--- src/rtl/disaggregator_pkg.sv ---
// Shared stream package: lane-index sizing, width-field sizing, the
// fetch-width clamp and the holding-register state encoding used by the
// aggregator/disaggregator pair.
package disaggregator_pkg;

  // Largest lane count any stream block supports.
  localparam int MAX_FETCH_WIDTH = 16;

  // Width of a lane-count field able to hold MAX_FETCH_WIDTH itself.
  localparam int FW_MAX_W = $clog2(MAX_FETCH_WIDTH) + 1;

  // Holding register is either empty or emitting lanes of a loaded word.
  typedef enum logic {
    ST_EMPTY = 1'b0,
    ST_EMIT  = 1'b1
  } disagg_state_e;

  // Bits needed to index lanes 0..fetch_width-1.
  function automatic int lane_idx_width(input int fetch_width);
    return (fetch_width > 1) ? $clog2(fetch_width) : 1;
  endfunction

  // Bits needed to hold a lane count 1..fetch_width (inclusive).
  function automatic int fw_field_width(input int fetch_width);
    return $clog2(fetch_width) + 1;
  endfunction

  // A request of zero lanes or more lanes than the hardware has means "all".
  function automatic logic [FW_MAX_W-1:0] clamp_fetch_width(
    input logic [FW_MAX_W-1:0] req_fw,
    input logic [FW_MAX_W-1:0] max_fw
  );
    logic [FW_MAX_W-1:0] res;
    if ((req_fw == {FW_MAX_W{1'b0}}) || (req_fw > max_fw)) begin
      res = max_fw;
    end else begin
      res = req_fw;
    end
    return res;
  endfunction

endpackage

--- src/rtl/disaggregator.sv ---
// Disaggregator: splits one wide FWFT word into up to FETCH_WIDTH narrow
// words, emitted lane 0 first. The active lane count can be changed at
// run time; a change only takes effect between words.
module disaggregator
  import disaggregator_pkg::*;
#(
  parameter int DATA_WIDTH  = 8,
  parameter int FETCH_WIDTH = 2
) (
  input  logic                              clk,
  input  logic                              rst,
  input  logic [FETCH_WIDTH*DATA_WIDTH-1:0] sender_data,
  input  logic                              sender_empty_n,
  output logic                              sender_deq,
  output logic [DATA_WIDTH-1:0]             receiver_data,
  input  logic                              receiver_full_n,
  output logic                              receiver_enq,
  input  logic                              change_fetch_width,
  input  logic [$clog2(FETCH_WIDTH):0]      input_fetch_width,
  output logic                              busy
);

  localparam int IDX_W = lane_idx_width(FETCH_WIDTH);
  localparam int FW_W  = fw_field_width(FETCH_WIDTH);

  localparam logic [FW_W-1:0]     FW_FULL     = FW_W'(FETCH_WIDTH);
  localparam logic [FW_MAX_W-1:0] FW_FULL_EXT = FW_MAX_W'(FETCH_WIDTH);

  // Holding register state
  disagg_state_e                      state_q;
  logic [FETCH_WIDTH*DATA_WIDTH-1:0]  hold_q;
  logic [IDX_W-1:0]                   index_q;

  // Lane-count state
  logic [FW_W-1:0]                    fw_q;
  logic                               pending_q;
  logic [FW_W-1:0]                    pending_fw_q;

  // Handshake and control terms
  logic                               valid_s;
  logic                               last_lane_s;
  logic                               enq_s;
  logic                               word_done_s;
  logic                               change_active_s;
  logic                               apply_s;
  logic                               deq_s;
  logic [FW_W-1:0]                    change_fw_s;
  logic [FW_W-1:0]                    req_fw_s;

  assign valid_s = (state_q == ST_EMIT);

  // Resolve which lane count is being asked for this cycle: a fresh request
  // overrides one already waiting.
  always_comb begin
    change_fw_s = FW_W'(clamp_fetch_width(FW_MAX_W'(input_fetch_width), FW_FULL_EXT));
    if (change_fetch_width) begin
      req_fw_s = change_fw_s;
    end else begin
      req_fw_s = pending_fw_q;
    end
  end

  // Handshake decode. A width request (new or waiting) blocks the pop so the
  // next word is always loaded under the new lane count; reset blocks both
  // sides so no lane leaks out while the block is being cleared.
  always_comb begin
    last_lane_s     = (FW_W'(index_q) == (fw_q - FW_W'(1)));
    enq_s           = valid_s & receiver_full_n & ~rst;
    word_done_s     = enq_s & last_lane_s;
    change_active_s = change_fetch_width | pending_q;
    apply_s         = change_active_s & (~valid_s | word_done_s);
    deq_s           = ~rst & sender_empty_n & ~change_active_s & (~valid_s | word_done_s);
  end

  assign sender_deq    = deq_s;
  assign receiver_enq  = enq_s;
  assign receiver_data = hold_q[index_q*DATA_WIDTH +: DATA_WIDTH];
  assign busy          = valid_s | pending_q;

  // Holding-register FSM: load on pop, step the lane index on each enq,
  // fall back to EMPTY after the last active lane unless reloaded.
  always_ff @(posedge clk) begin
    if (rst) begin
      state_q <= ST_EMPTY;
      index_q <= {IDX_W{1'b0}};
      hold_q  <= {(FETCH_WIDTH*DATA_WIDTH){1'b0}};
    end else begin
      case (state_q)
        ST_EMPTY: begin
          if (deq_s) begin
            hold_q  <= sender_data;
            index_q <= {IDX_W{1'b0}};
            state_q <= ST_EMIT;
          end
        end
        ST_EMIT: begin
          if (deq_s) begin
            hold_q  <= sender_data;
            index_q <= {IDX_W{1'b0}};
            state_q <= ST_EMIT;
          end else if (word_done_s) begin
            index_q <= {IDX_W{1'b0}};
            state_q <= ST_EMPTY;
          end else if (enq_s) begin
            index_q <= index_q + IDX_W'(1);
          end
        end
        default: begin
          index_q <= {IDX_W{1'b0}};
          state_q <= ST_EMPTY;
        end
      endcase
    end
  end

  // Lane-count register: capture requests, apply only between words
  // (idle, or the very edge at which the current word finishes).
  always_ff @(posedge clk) begin
    if (rst) begin
      fw_q         <= FW_FULL;
      pending_q    <= 1'b0;
      pending_fw_q <= FW_FULL;
    end else if (apply_s) begin
      fw_q         <= req_fw_s;
      pending_q    <= 1'b0;
      pending_fw_q <= req_fw_s;
    end else if (change_fetch_width) begin
      pending_q    <= 1'b1;
      pending_fw_q <= change_fw_s;
    end
  end

endmodule

--- config.mk ---
export PLATFORM = sky130hd
export DESIGN_NAME = disaggregator
export DESIGN_NICKNAME = d
export VERILOG_FILES = /design/src/rtl/disaggregator_pkg.sv /design/src/rtl/disaggregator.sv
export SDC_FILE = /design/constraint.sdc
export NUM_CORES = 1
export LEC_CHECK = 0
export CORE_AREA = 3 3 55 57
export DETAILED_ROUTE_END_ITERATION = 10
export DIE_AREA = 0 0 58 60
export PLACE_DENSITY_LB_ADDON = 0.05
export SLEW_MARGIN = 20
export SYNTH_ARGS = -nofsm -noshare
export SYNTH_HDL_FRONTEND = slang
export SYNTH_SLANG_ARGS = --single-unit
--- constraint.sdc ---
create_clock -name clk -period 5.2 [get_ports clk]
set_clock_uncertainty 0.05 [all_clocks]
set_input_delay 1.3 -clock clk [delete_from_list [all_inputs] [get_ports clk]]
set_output_delay 1.3 -clock clk [all_outputs]
set_load 0.005 [all_outputs]
Word level (Yosys, flattened, before mapping)
Index checks and enable logic that the tools add are counted.

Magnitude comparators: 1. $add $sub $neg: 2. Mux-type cells: 12. Reductions and logical operators: 4. Shift operators: 1. Equal/unequal tests: 3. Bitwise gates (word level): 13.

Operators with widths (count): $mux 16 (1); $shiftx 16x5->8 (1); $and 1x1->1 (7); $mux 1 (7); $mux 2 (2); $ne 4x3->1 const B (1); $pmux 1 s2 (2); $not 1->1 (3); $or 1x1->1 (3); $eq 1x2->1 (1); $gt 2x2->1 const B (1); $logic_not 2->1 (1); $ne 2x2->1 const B (1); $reduce_and 2->1 (1); $reduce_or 2->1 (1); $sub 2x1->2 const B (1); $add 1x1->1 const B (1); $logic_or 1x1->1 (1).

Register bits: 23. Input port bits: 23. Word-level logic and storage cells: 42. Output and inout bits: 11.

Longest topological paths before layout
Depth in word-level cells: 7. Depth in mapped cells: 5. Depth with buffers taken out: 4.

Worst setup path after synthesis
Ideal clock, no wire load.

Path type: input to output. Start point: in change_fetch_width. End point: out sender_deq. Slack: 1.685 ns. Data arrival time: 2.165 ns. Required time: 3.850 ns. Buffers on the path: 1. Cell stages on the path: 3. Cell sequence: or4b_4 > clkbuf_1 > nor2_1.

Cells in the longest elaborated chain, start to end: 4.

Ends and longest elaborated chain: from (decl) (line disaggregator.sv:18) `input logic change_fetch_width,`; $or 1x1->1 (line disaggregator.sv:70) `change_active_s = change_fetch_width | pending_q;`; $not 1->1 (line disaggregator.sv:72) `deq_s = ~rst & sender_empty_n & ~change_active_s & (~valid_s | word_done_s);`; $and 1x1->1 (2 in series) (line disaggregator.sv:72); to (decl) (line disaggregator.sv:14) `output logic sender_deq,`.

Every way passes these cells.

Worst setup path in the final report
Same ends and word-level chain as after synthesis.

==> metrics list <==
* Outcome: complete, no violations
* Most frequent CP cell: sky130_fd_sc_hd__clkdlybuf4s50_1
- Final sum of negative setup slack: 0 ps
- Clock tree from TritonCTS: built
* Uppermost metal layer occupied by signal nets: met4
- Row Count: 18
- Slew HR: 67.1%
* Iteration-0 DRC Markers: 18
- The analysis attributes to cell leakage a power of 0.552 nW.
- STA classifies the critical path startpoint as an input port.
* Maximum vdd ir drop: 0.000179 V
- The number of global-route vias before repair was 1,032.
* Top-Level Pins: 34
* Highest Clock Rate: 0.223 GHz
* Post-DR vias/cell: 5.58
- The initial antenna violation count was 0.
- The detailed router put a total of 1.13 mm of wire on met1.
* Crit-path cells: clkdlybuf4s50_1 -> or4b_4 -> nor2_1 -> clkdlybuf4s50_1
- Routed WL: 2.61 mm
- The tool flagged a number of max-cap violations equal to 0.
- The routed design uses 1.33 mm of met2 wire.
* Met3 WL: 121 microns
- Setup repair after global routing missed its margin: false
- Gates resized, CTS repair: 0
- The finished cells cover 1510 sq um.
- STA puts the critical path data required time at 3850 ps.
- For this configuration, the core starts out at a cell density of 46.0%.
- Setup Viol. Count Final: 0
- From bottom edge to top edge, the die measures 60 microns.
* Routed len/inst: 13.7 microns
- Slowest-stage cell, CP: sky130_fd_sc_hd__or4b_4
- The floorplan step defined a die boundary enclosing 3480 sq um.
- Detailed placer's ending HPWL: 1.77 mm
* Power density normalized to cell area: 229 nW/um^2
* Remaining antenna violation count after routing: 0
- The worst setup path is captured at a primary output.
* Remaining global-route overflow: 0
- Before antenna repair, the detailed router went through 4 iterations.
- Synthesis-stage register bit count: 23
- Synthesized instance count: 131
- Count of inserted antenna diode cells: 0
* Placed Instance Area: 1490 sq um
- The clock reaches the later pin of the worst-skew pair after 310 ps.
* Post-Syn Area: 1160 sq um
* Count of cell types in the netlist: 27
* Worst setup path category: input port to primary output
- Count of pins over their slew limit: 0
* Clock Sinks: 23
* Total DRC errors in the routed layout: 0
- For the pin with the worst max-slew slack, the measured transition is 492 ps.
* Number of nets in the synthesized netlist: 154
* Number of buffers created by CTS: 3
- Area of the multi-input gates: 641 sq um
- The die is 58 microns wide.
- Number of I/O port buffers: 33
- Along the worst path, the maximum fanout reaches 22.
- Slowest cell delay on critical path: 680 ps
* Type of the tightest min-delay check: flip-flop to flip-flop
- The clock period could shrink to 4490 ps.
* Core box area: 2520 sq um
* Growth of design area from synthesis to finish: 30.5%
* Warning count from the yosys run: 0
- After the last flow step, the layout net total stands at 184.
- Share of post-route cells with drive strength above 1: 12.5%
* Portion of synthesized cell area occupied by the leading cell type: 39.7%
* Sequential standard cell area: 460 sq um
- Buffers added to address setup during post-CTS repair amount to 0.
- Most area-hungry cell type in the Yosys netlist: sky130_fd_sc_hd__dfxtp_1
- The final number of hold-violating endpoints came to 0.
- The first global-routing pass estimated 4.35 mm of wire.
- Longest Clk Path Bufs: 2
* Largest net degree at the start of global routing: 35
- Cell types with the largest area share after synthesis: sky130_fd_sc_hd__dfxtp_1 (40%), sky130_fd_sc_hd__mux2_2 (8.7%), sky130_fd_sc_hd__o221ai_1 (8.3%)
- Clock root cell: sky130_fd_sc_hd__clkbuf_4
- Avg Synthesized Cell Area: 8.85 sq um
- Dividing the final minimum period by the clock period gives 86.4%.
- Summing over every cut layer, the via total after detailed routing is 1,061.
- Clock-pin slew was measured on the worst setup and hold paths at 120 ps.
- Hold repair after CTS inserted 0 buffers.
- For the worst setup path, the data arrival time is 3140 ps.
- For this run, the total global-route usage over all layers was measured as 16.3%.
- CTS H-Tree Depth: 1
- Sequential elements use 39.7% of the synthesized area.
* Final Wtd Congestion: 0.683
* Number of filler instances in the final layout: 231
[per-layer routing]
layer / GRT usage (%) / vias to the layer above
met5: 0 / -
met4: 5.63 / 0
met3: 5.40 / 2
met2: 29.7 / 19
met1: 17.5 / 506
li1: - / 534
[power by group]
group / leakage (nW) / switching (mW) / internal (mW)
clock network: 0.0150 / 0.0538 / 0.0300
registers: 0.188 / 0.00721 / 0.187
logic: 0.349 / 0.0268 / 0.0417
total: 0.552 / 0.0879 / 0.258
[cells by family after synthesis]
logic type | Yosys count | share of synthesized area, %
simple gates | 45 | 23.0
compound gates | 43 | 23.5
flops | 23 | 39.7
buf+inv | 11 | 5.07
mux | 9 | 8.74
[per-stage QoR]
stage	util (%)	hold WS (ps)	worst slack, ps	total power [mW]	std cells
after floorplan	-	369	1690	0.231	131
after global placement	59.0	396	748	0.266	186
after detailed placement	59.0	415	703	0.267	186
after CTS	60.0	433	699	0.350	190
after global routing	60.0	445	615	0.364	190
final	60.0	429	707	0.346	190
[sequential cells by signal (all words and copies together), names as in the netlist]
signal        cells
hold_q           16
index_q           1
fw_q              2
state_q           1
pending_fw_q      2
pending_q         1
[path summary, 6_finish.rpt]
check,from,endpoint,slack [ps],cells after the start
min,hold_q[0],hold_q[0],430,2
min reg2reg,hold_q[0],hold_q[0],430,2
max,change_fetch_width,sender_deq,710,4
max reg2reg,index_q,hold_q[1],3200,4
[critical path: cells and delay by family]
kind / cells / cell delay, ps
buffers and inverters: 2 / 990
and+or+nand+nor: 2 / 850
[placed cells by master, fill, tap and decap left out, types with 2 or more instances in the layout]
| master | count |
|---|---|
| sky130_fd_sc_hd__clkdlybuf4s50_1 | 33 |
| sky130_fd_sc_hd__o21ai_1 | 9 |
| sky130_fd_sc_hd__or2_2 | 2 |
| sky130_fd_sc_hd__nor2_1 | 7 |
| sky130_fd_sc_hd__dfxtp_1 | 23 |
| sky130_fd_sc_hd__nor3_1 | 2 |
| sky130_fd_sc_hd__mux2_2 | 9 |
| sky130_fd_sc_hd__o221ai_1 | 11 |
| sky130_fd_sc_hd__o21ai_0 | 19 |
| sky130_fd_sc_hd__clkbuf_4 | 3 |
| sky130_fd_sc_hd__buf_4 | 2 |
| sky130_fd_sc_hd__nand2_1 | 12 |
| sky130_fd_sc_hd__nand2b_1 | 13 |
[final cells by class]
class / count / share of cell area (%)
Clock buffer: 4 / 1.74
Inverter: 1 / 0.248
Multi-Input combinational cell: 97 / 42.3
Sequential cell: 23 / 30.4
Tap cell: 30 / 2.48
Timing Repair Buffer: 35 / 22.8
[synth_stat cells]
library cell               number
sky130_fd_sc_hd__a21o_1         1
sky130_fd_sc_hd__a21oi_1        1
sky130_fd_sc_hd__and4b_1        1
sky130_fd_sc_hd__and4bb_1       1
sky130_fd_sc_hd__buf_2          2
sky130_fd_sc_hd__buf_6          2
sky130_fd_sc_hd__clkbuf_1       6
sky130_fd_sc_hd__dfxtp_1       23
sky130_fd_sc_hd__inv_1          1
sky130_fd_sc_hd__mux2_2         9
sky130_fd_sc_hd__nand2_1       12
sky130_fd_sc_hd__nand2b_1      13
sky130_fd_sc_hd__nand3b_1       1
sky130_fd_sc_hd__nor2_1         7
sky130_fd_sc_hd__nor2_4         1
sky130_fd_sc_hd__nor2b_1        1
sky130_fd_sc_hd__nor3_1         2
sky130_fd_sc_hd__nor3b_2        1
sky130_fd_sc_hd__nor4bb_1       1
sky130_fd_sc_hd__o211ai_1       1
sky130_fd_sc_hd__o21ai_0       19
sky130_fd_sc_hd__o21ai_1        9
sky130_fd_sc_hd__o21ba_4        1
sky130_fd_sc_hd__o221ai_1      11
sky130_fd_sc_hd__or2_2          2
sky130_fd_sc_hd__or4_1          1
sky130_fd_sc_hd__or4b_4         1
Note: power is estimated with default switching activity, not from simulation.
